## config.mk

```make
export PLATFORM = sky130hd
export DESIGN_NAME = soc_fifo_wr_arbiter
export DESIGN_NICKNAME = d
export VERILOG_FILES = /design/src/rtl/soc_fifo_arb_pkg.sv /design/src/rtl/soc_rr_pick.sv /design/src/rtl/soc_fifo_wr_arbiter.sv
export SDC_FILE = /design/constraint.sdc
export NUM_CORES = 1
export LEC_CHECK = 0
export ABC_AREA = 1
export CAP_MARGIN = 30
export CORE_MARGIN = 2
export CORE_UTILIZATION = 30
export CTS_CLUSTER_DIAMETER = 60
export DETAILED_ROUTE_END_ITERATION = 8
export PLACE_DENSITY = 0.68
export REMOVE_ABC_BUFFERS = 1
export SLEW_MARGIN = 20
export SYNTH_ARGS = -nofsm -noshare
export SYNTH_HDL_FRONTEND = slang
export SYNTH_SLANG_ARGS = --single-unit
```

## constraint.sdc

```tcl
create_clock -name i_clk -period 2.3 [get_ports i_clk]
set_input_delay 0.345 -clock i_clk [delete_from_list [all_inputs] [get_ports i_clk]]
set_output_delay 0.345 -clock i_clk [all_outputs]
set_load 0.05 [all_outputs]
```

## src/rtl/soc_fifo_arb_pkg.sv

```systemverilog
// Shared types and helpers for the SoC FIFO write arbiter and its round-robin picker.
package soc_fifo_arb_pkg;

  typedef enum logic {
    ARB_IDLE = 1'b0,
    ARB_BUSY = 1'b1
  } arb_state_t;

  // Index width that stays legal for a single-entry set.
  function automatic int f_id_width(input int n);
    return (n > 1) ? $clog2(n) : 1;
  endfunction

endpackage

```

## src/rtl/soc_rr_pick.sv

```systemverilog
// Combinational round-robin picker: first set request at or after i_ptr, wrapping modulo p_num.
module soc_rr_pick
  import soc_fifo_arb_pkg::*;
#(
  parameter int p_num = 4,
  localparam int c_w = f_id_width(p_num)
) (
  input  logic [p_num-1:0] i_req,
  input  logic [c_w-1:0]   i_ptr,
  output logic             o_found,
  output logic [c_w-1:0]   o_idx
);

  logic [c_w-1:0] w_cand [p_num];

  // Candidate index for each offset from the pointer, folded back into 0..p_num-1.
  generate
    for (genvar gi = 0; gi < p_num; gi++) begin : g_cand
      logic [c_w:0] w_sum;
      assign w_sum = {1'b0, i_ptr} + (c_w + 1)'(gi);
      assign w_cand[gi] = (w_sum >= (c_w + 1)'(p_num)) ? c_w'(w_sum - (c_w + 1)'(p_num))
                                                        : c_w'(w_sum);
    end
  endgenerate

  always_comb begin
    o_found = 1'b0;
    o_idx   = '0;
    for (int k = p_num - 1; k >= 0; k--) begin
      if (i_req[w_cand[k]]) begin
        o_found = 1'b1;
        o_idx   = w_cand[k];
      end
    end
  end

endmodule

```

## src/rtl/soc_fifo_wr_arbiter.sv

```systemverilog
// Burst-locked round-robin arbiter sharing one FIFO write port between p_num_req producers.
module soc_fifo_wr_arbiter
  import soc_fifo_arb_pkg::*;
#(
  parameter int p_data_width = 8,
  parameter int p_num_req    = 4,
  parameter int p_max_burst  = 16
) (
  input  logic                                i_clk,
  input  logic                                i_rst,
  input  logic [p_num_req-1:0]                i_req_valid,
  input  logic [p_num_req*p_data_width-1:0]   i_req_data,
  input  logic [p_num_req-1:0]                i_req_last,
  output logic [p_num_req-1:0]                o_req_ready,
  input  logic                                i_fifo_full,
  output logic                                o_fifo_wr_en,
  output logic [p_data_width-1:0]             o_fifo_wr_data,
  output logic                                o_grant_valid,
  output logic [f_id_width(p_num_req)-1:0]    o_grant_id,
  output logic                                o_burst_trunc
);

  localparam int c_id_w  = f_id_width(p_num_req);
  localparam int c_cnt_w = (p_max_burst > 0) ? $clog2(p_max_burst + 1) : 1;

  arb_state_t          r_state;
  logic [c_id_w-1:0]   r_grant_id;
  logic [c_id_w-1:0]   r_rr_ptr;
  logic [c_cnt_w-1:0]  r_burst_cnt;
  logic                r_trunc;

  logic                w_pick_found;
  logic [c_id_w-1:0]   w_pick_idx;
  logic                w_busy;
  logic                w_acc;
  logic                w_last;
  logic                w_at_max;
  logic [c_id_w-1:0]   w_rr_next;
  logic [p_data_width-1:0] w_req_words [p_num_req];

  soc_rr_pick #(
    .p_num (p_num_req)
  ) u_pick (
    .i_req   (i_req_valid),
    .i_ptr   (r_rr_ptr),
    .o_found (w_pick_found),
    .o_idx   (w_pick_idx)
  );

  // Reset masks every output in its own cycle so an in-flight burst cannot write.
  assign w_busy   = (r_state == ARB_BUSY) && !i_rst;
  assign w_acc    = w_busy && !i_fifo_full && i_req_valid[r_grant_id];
  assign w_last   = i_req_last[r_grant_id];
  assign w_rr_next = (r_grant_id == c_id_w'(p_num_req - 1)) ? '0 : r_grant_id + 1'b1;

  generate
    for (genvar gi = 0; gi < p_num_req; gi++) begin : g_req
      assign w_req_words[gi] = i_req_data[gi*p_data_width +: p_data_width];
      assign o_req_ready[gi] = w_busy && !i_fifo_full && (r_grant_id == c_id_w'(gi));
    end
    if (p_max_burst > 0) begin : g_cap
      assign w_at_max = (r_burst_cnt == c_cnt_w'(p_max_burst - 1));
    end else begin : g_nocap
      assign w_at_max = 1'b0;
    end
  endgenerate

  assign o_fifo_wr_en   = w_acc;
  assign o_fifo_wr_data = i_rst ? '0 : w_req_words[r_grant_id];
  assign o_grant_valid  = w_busy;
  assign o_grant_id     = i_rst ? '0 : r_grant_id;
  assign o_burst_trunc  = r_trunc && !i_rst;

  always_ff @(posedge i_clk) begin
    if (i_rst) begin
      r_state     <= ARB_IDLE;
      r_grant_id  <= '0;
      r_rr_ptr    <= '0;
      r_burst_cnt <= '0;
      r_trunc     <= 1'b0;
    end else begin
      r_trunc <= 1'b0;
      if (r_state == ARB_IDLE) begin
        if (w_pick_found) begin
          r_grant_id  <= w_pick_idx;
          r_burst_cnt <= '0;
          r_state     <= ARB_BUSY;
        end
      end else if (w_acc) begin
        if (w_last || w_at_max) begin
          r_state     <= ARB_IDLE;
          r_burst_cnt <= '0;
          r_rr_ptr    <= w_rr_next;
          r_trunc     <= !w_last;
        end else begin
          r_burst_cnt <= r_burst_cnt + 1'b1;
        end
      end
    end
  end

endmodule

```

* Word-level counts from Yosys, hierarchy flattened
Index checks and enable logic that the tools add are counted.
Widths: inputs -> output; s select.
** Storage, ports and cells
- Input bits :: 43
- Logic and storage cells :: 89
- Register bits after elaboration :: 11
- Output and inout bits :: 17
** Cells by class
- Eq/ne operators :: 5
- $lt $le $gt $ge :: 10
- Reductions and logical operators :: 18
- Bitwise operators :: 4
- Add/sub/neg operators :: 9
- Muxes and demuxes :: 38
** Operators by type and width (number)
- $mux 8 :: 3
- $mux 2 :: 10
- $mux 5 :: 4
- $bmux 8 s2 :: 1
- $lt 2x3->1 const B :: 5
- $mux 1 :: 14
- $bmux 1 s2 :: 6
- $ge 3x3->1 const B :: 4
- $logic_and 1x1->1 :: 8
- $sub 2x1->2 const B :: 4
- $add 2x2->3 const B :: 2
- $add 5x1->5 const B :: 1
- $eq 5x4->1 const B :: 1
- $eq 2x2->1 const B :: 2
- $reduce_and 2->1 :: 2
- $reduce_or 4->1 :: 1
- $add 2x1->3 const B :: 1
- $ge 2x3->1 const B :: 1
- $logic_not 1->1 :: 3
- $not 1->1 :: 3
- $not 2->3 :: 1
- $reduce_and 3->1 :: 1
- $add 2x1->2 const B :: 1
- $eq 2x1->1 const B :: 1
- 4 further kinds :: 4

* Longest topological paths before layout
- Depth after elaboration :: 11
- Gate-level depth with buffers :: 13
- Depth with buffers taken out :: 12

* Hierarchy
A second synthesis with hierarchy kept.
** Unflattened totals
- Cell total of the unflattened synthesis :: 219
- Area, all modules :: 1217.4 µm²
** By module, submodules not included
- soc_fifo_wr_arbiter :: area each 1004.7 µm², cells each 173, instances 1
- soc_rr_pick :: area each 212.7 µm², cells each 46, instances 1

* Least setup slack after synthesis
Ideal clock, no wire load.
- Path type :: input port to output port
- Start point :: in i_rst
- End point :: out o_req_ready[0]
- Slack :: -0.273 ns
- Required time :: 1.955 ns
- Stages on the path :: 6
- Path buffers :: 1
- Arrival time :: 2.228 ns
- Cell sequence :: buf_4 nor2_1 inv_1 nor2_1 inv_1 nor2_1
** On the way
- Longest elaborated chain between the ends :: 4
** Ends and longest elaborated chain
- start: declaration :: RTL line soc_fifo_wr_arbiter.sv:10 : input logic i_rst,
- $logic_not 1->1 :: RTL line soc_fifo_wr_arbiter.sv:51 : assign w_busy = (r_state == ARB_BUSY) && !i_rst;
- $logic_and 1x1->1 :: RTL line soc_fifo_wr_arbiter.sv:51
- via o_grant_valid :: RTL line soc_fifo_wr_arbiter.sv:18 : output logic o_grant_valid,
- $logic_and 1x1->1 (2 in series) :: RTL line soc_fifo_wr_arbiter.sv:59 : assign o_req_ready[gi] = w_busy && !i_fifo_full && (r_grant_id == c_id_w'(gi));
- end: declaration :: RTL line soc_fifo_wr_arbiter.sv:14 : output logic [p_num_req-1:0] o_req_ready,
The timed path passes the listed nets, and every way through them passes these cells.

* Worst setup path after layout
- Start point :: in i_rst
- End point :: out o_req_ready[2]
** On the way
- Longest elaborated chain between the ends :: 4
** Ends and longest elaborated chain (RTL line)
- $logic_not 1->1 :: soc_fifo_wr_arbiter.sv:51
- $logic_and 1x1->1 :: soc_fifo_wr_arbiter.sv:51
- $logic_and 1x1->1 (2 in series) :: soc_fifo_wr_arbiter.sv:59
No other way between the ends.

==> flow_summary.json <==
{
  "outcome": "completed",
  "drc_errors": 0,
  "clock-sinks": 11,
  "worst-r2r-setup-slack_ns": 0.70,
  "period_minus_slack_ns": 1.99,
  "hold_depth": 2,
  "grt_overflow": 0,
  "cap_viol_max_count": 0,
  "area.growth.synth_to_final_pct": 60.9,
  "grt_start_max_net_pins": 23,
  "die-area_um2": 4650,
  "yosysSeqAreaShare_pct": 17.8,
  "grt_pass1_vias": 1263,
  "power_per_cell_area_nw_per_um2": 511,
  "ant_nets": 0,
  "drive_above_1_share_pct": 17.2,
  "gr-usage-all-layers_pct": 16.1,
  "ctsHoldBuffers": 0,
  "ios": 60,
  "initial_core_util_pct": 31.2,
  "finalSetupViolations": 0,
  "drt_iter0_drc": 73,
  "slew_viol_final": 0,
  "cp_common_cell": "nor2_1",
  "crit_arrival_ns": 1.65,
  "h-tree-depth": 1,
  "cts_buffer_depth": 2,
  "cts_setup_buffers": 0,
  "slowest_stage": "clkdlybuf4s50_1",
  "dr.pass1.iters": 4,
  "place.port_buffers": 59,
  "final_cell_mix": "nor2_1, nand2_1, clkdlybuf4s50_1",
  "power.leakage_uw": 0.000923,
  "rr_worst_depth": 12,
  "syn_inst": 226,
  "avgSynthCellArea_um2": 5.48,
  "wl_per_cell_um": 10.5,
  "yosysWarnings": 0,
  "clk_latency_ns": 0.24,
  "rows": 23,
  "min_to": "r_burst_cnt[4]$_SDFFE_PP0P_",
  "dp_hpwl_um": 2770,
  "totalWireLength_um": 3520,
  "diodes": 0,
  "rsz0062_at_grt": "no",
  "tightest_slew_ns": 0.465,
  "synth_area_um2": 1240,
  "dieHeight_um": 68.2,
  "path_class": "input pin to output port",
  "grt_pass1_wl_um": 5750,
  "endpoint_kind": "output port",
  "relSlewSlack_pct": 69.0,
  "timing.rr.end": "r_burst_cnt[4]$_SDFFE_PP0P_",
  "p_total_uw": 1020,
  "nNetsFinal": 335,
  "synth.distinct_cells": 25,
  "final_common_cell": "nor2_1",
  "num_vias": 1478,
  "cts_tree": "yes",
  "fp.dieW_um": 68.2,
  "max_clock_freq_ghz": 0.502,
  "fp.coreArea_um2": 3970,
  "period_share_pct": 86.5,
  "min_from": "r_burst_cnt[4]$_SDFFE_PP0P_",
  "irDropWorstVdd_mv": 0.330,
  "placed_area_um2": 1950,
  "vias_per_cell": 4.41,
  "max_stage_delay_ns": 0.41,
  "gp_congestion": 0.822,
  "r2r_start": "r_grant_id[0]$_SDFFE_PP0P_",
  "path_cells": "clkdlybuf4s50_1, nor2_1, inv_1, nor2_1, inv_1, nor2_1, buf_12",
  "clockRootBuffer": "clkbuf_8",
  "start_kind": "input pin",
  "holdCritPathClass": "register to register",
  "skew_ns": 0.00251,
  "path_clk_slew_ns": 0.05,
  "ys_ff_latch": 11,
  "cp_data_required_time_ns": 1.96,
  "path_max_fanout": 4,
  "hold_viol_final": 0,
  "antenna_found_initial": 0,
  "final_area_um2": 1990,
  "cts.repair.resized": 0,
  "cts_buffers": 3
}
[worst max-delay path, delay by kind of cell]
| family | cells | cell delay, ns |
|---|---|---|
| simple gates | 3 | 0.52 |
| buf+inv | 4 | 0.76 |
[layout make-up]
type	instances	area, µm²
Fill cell	421	1980
Multi-Input combinational cell	177	851
Timing Repair Buffer	64	698
Sequential cell	11	220
Inverter	29	114
Tap cell	50	62.6
Clock buffer	4	45.0
[logic make-up after synthesis]
logic type	count (synthesis)	share of synthesized area (%)
DFF	11	17.8
adders and majority gates	6	6.07
buffers and inverters	38	13.4
and+or+nand+nor	132	45.9
xor gates and xnor gates	1	0.708
AOI/OAI and AO/OA	38	16.1
[per-stage QoR]
step           setup WS, ns  cells  setup TNS (ns)  utilization [%]  hold slack, ns
3_5_place_dp          0.287    331               0             49.0           0.483
2_1_floorplan        -0.167    217          -0.666                -           0.414
6_report              0.310    335               0             50.1           0.491
3_3_place_gp          0.347    331               0             49.0           0.470
4_1_cts               0.284    335               0             50.1           0.492
5_1_grt               0.175    335               0             50.1           0.540
[how the worst max path moves through the flow]
stage / start / slack, ns / end / depth (start not counted)
2_1_floorplan: r_state$_SDFF_PP0_ / -0.17 / o_req_ready[0] / 6
3_3_place_gp: i_rst / 0.35 / o_req_ready[0] / 7
3_5_place_dp: i_rst / 0.29 / o_req_ready[2] / 7
4_1_cts: i_rst / 0.28 / o_req_ready[2] / 7
5_1_grt: i_rst / 0.18 / o_req_ready[2] / 7
6_report: i_rst / 0.31 / o_req_ready[2] / 7
[state kept, by name (all words and copies together), names as in the netlist]
signal	count
r_burst_cnt	5
r_grant_id	2
r_rr_ptr	2
r_state	1
r_trunc	1
[synthesized netlist by cell type]
master / instances / area share, %
nor2_4: 1 / 0.91
xor2_1: 1 / 0.71
nand2_2: 13 / 6.6
nand3_1: 6 / 2.4
buf_6: 1 / 0.91
nor2_2: 1 / 0.51
inv_6: 1 / 0.71
dfxtp_1: 11 / 18
buf_2: 3 / 1.2
ha_1: 6 / 6.1
inv_2: 4 / 1.2
or2_2: 1 / 0.51
o21ai_0: 20 / 8.1
o211ai_2: 1 / 1.0
buf_4: 2 / 1.2
nand2_4: 2 / 1.8
nand2_1: 50 / 15
o22ai_1: 1 / 0.51
clkbuf_1: 3 / 0.91
or2_0: 1 / 0.51
inv_1: 24 / 7.3
a21oi_1: 14 / 5.7
o21ai_1: 2 / 0.81
nor2_1: 55 / 17
nor3_1: 2 / 0.81
[per-layer routing]
metal | up-vias | routed length (µm) | global-route usage [%]
met4 | 0 | 35 | 3.75
met3 | 5 | 173 | 3.45
met2 | 33 | 1700 | 27.3
li1 | 814 | - | -
met5 | - | 0 | 0
met1 | 626 | 1610 | 20.7
[power by group]
part | switching, µW | total [µW] | internal (µW)
Clock | 74.9 | 197 | 122
Sequential | 13.9 | 226 | 212
Combinational | 358 | 595 | 237
No activity file was read; power rests on OpenSTA's default activity.
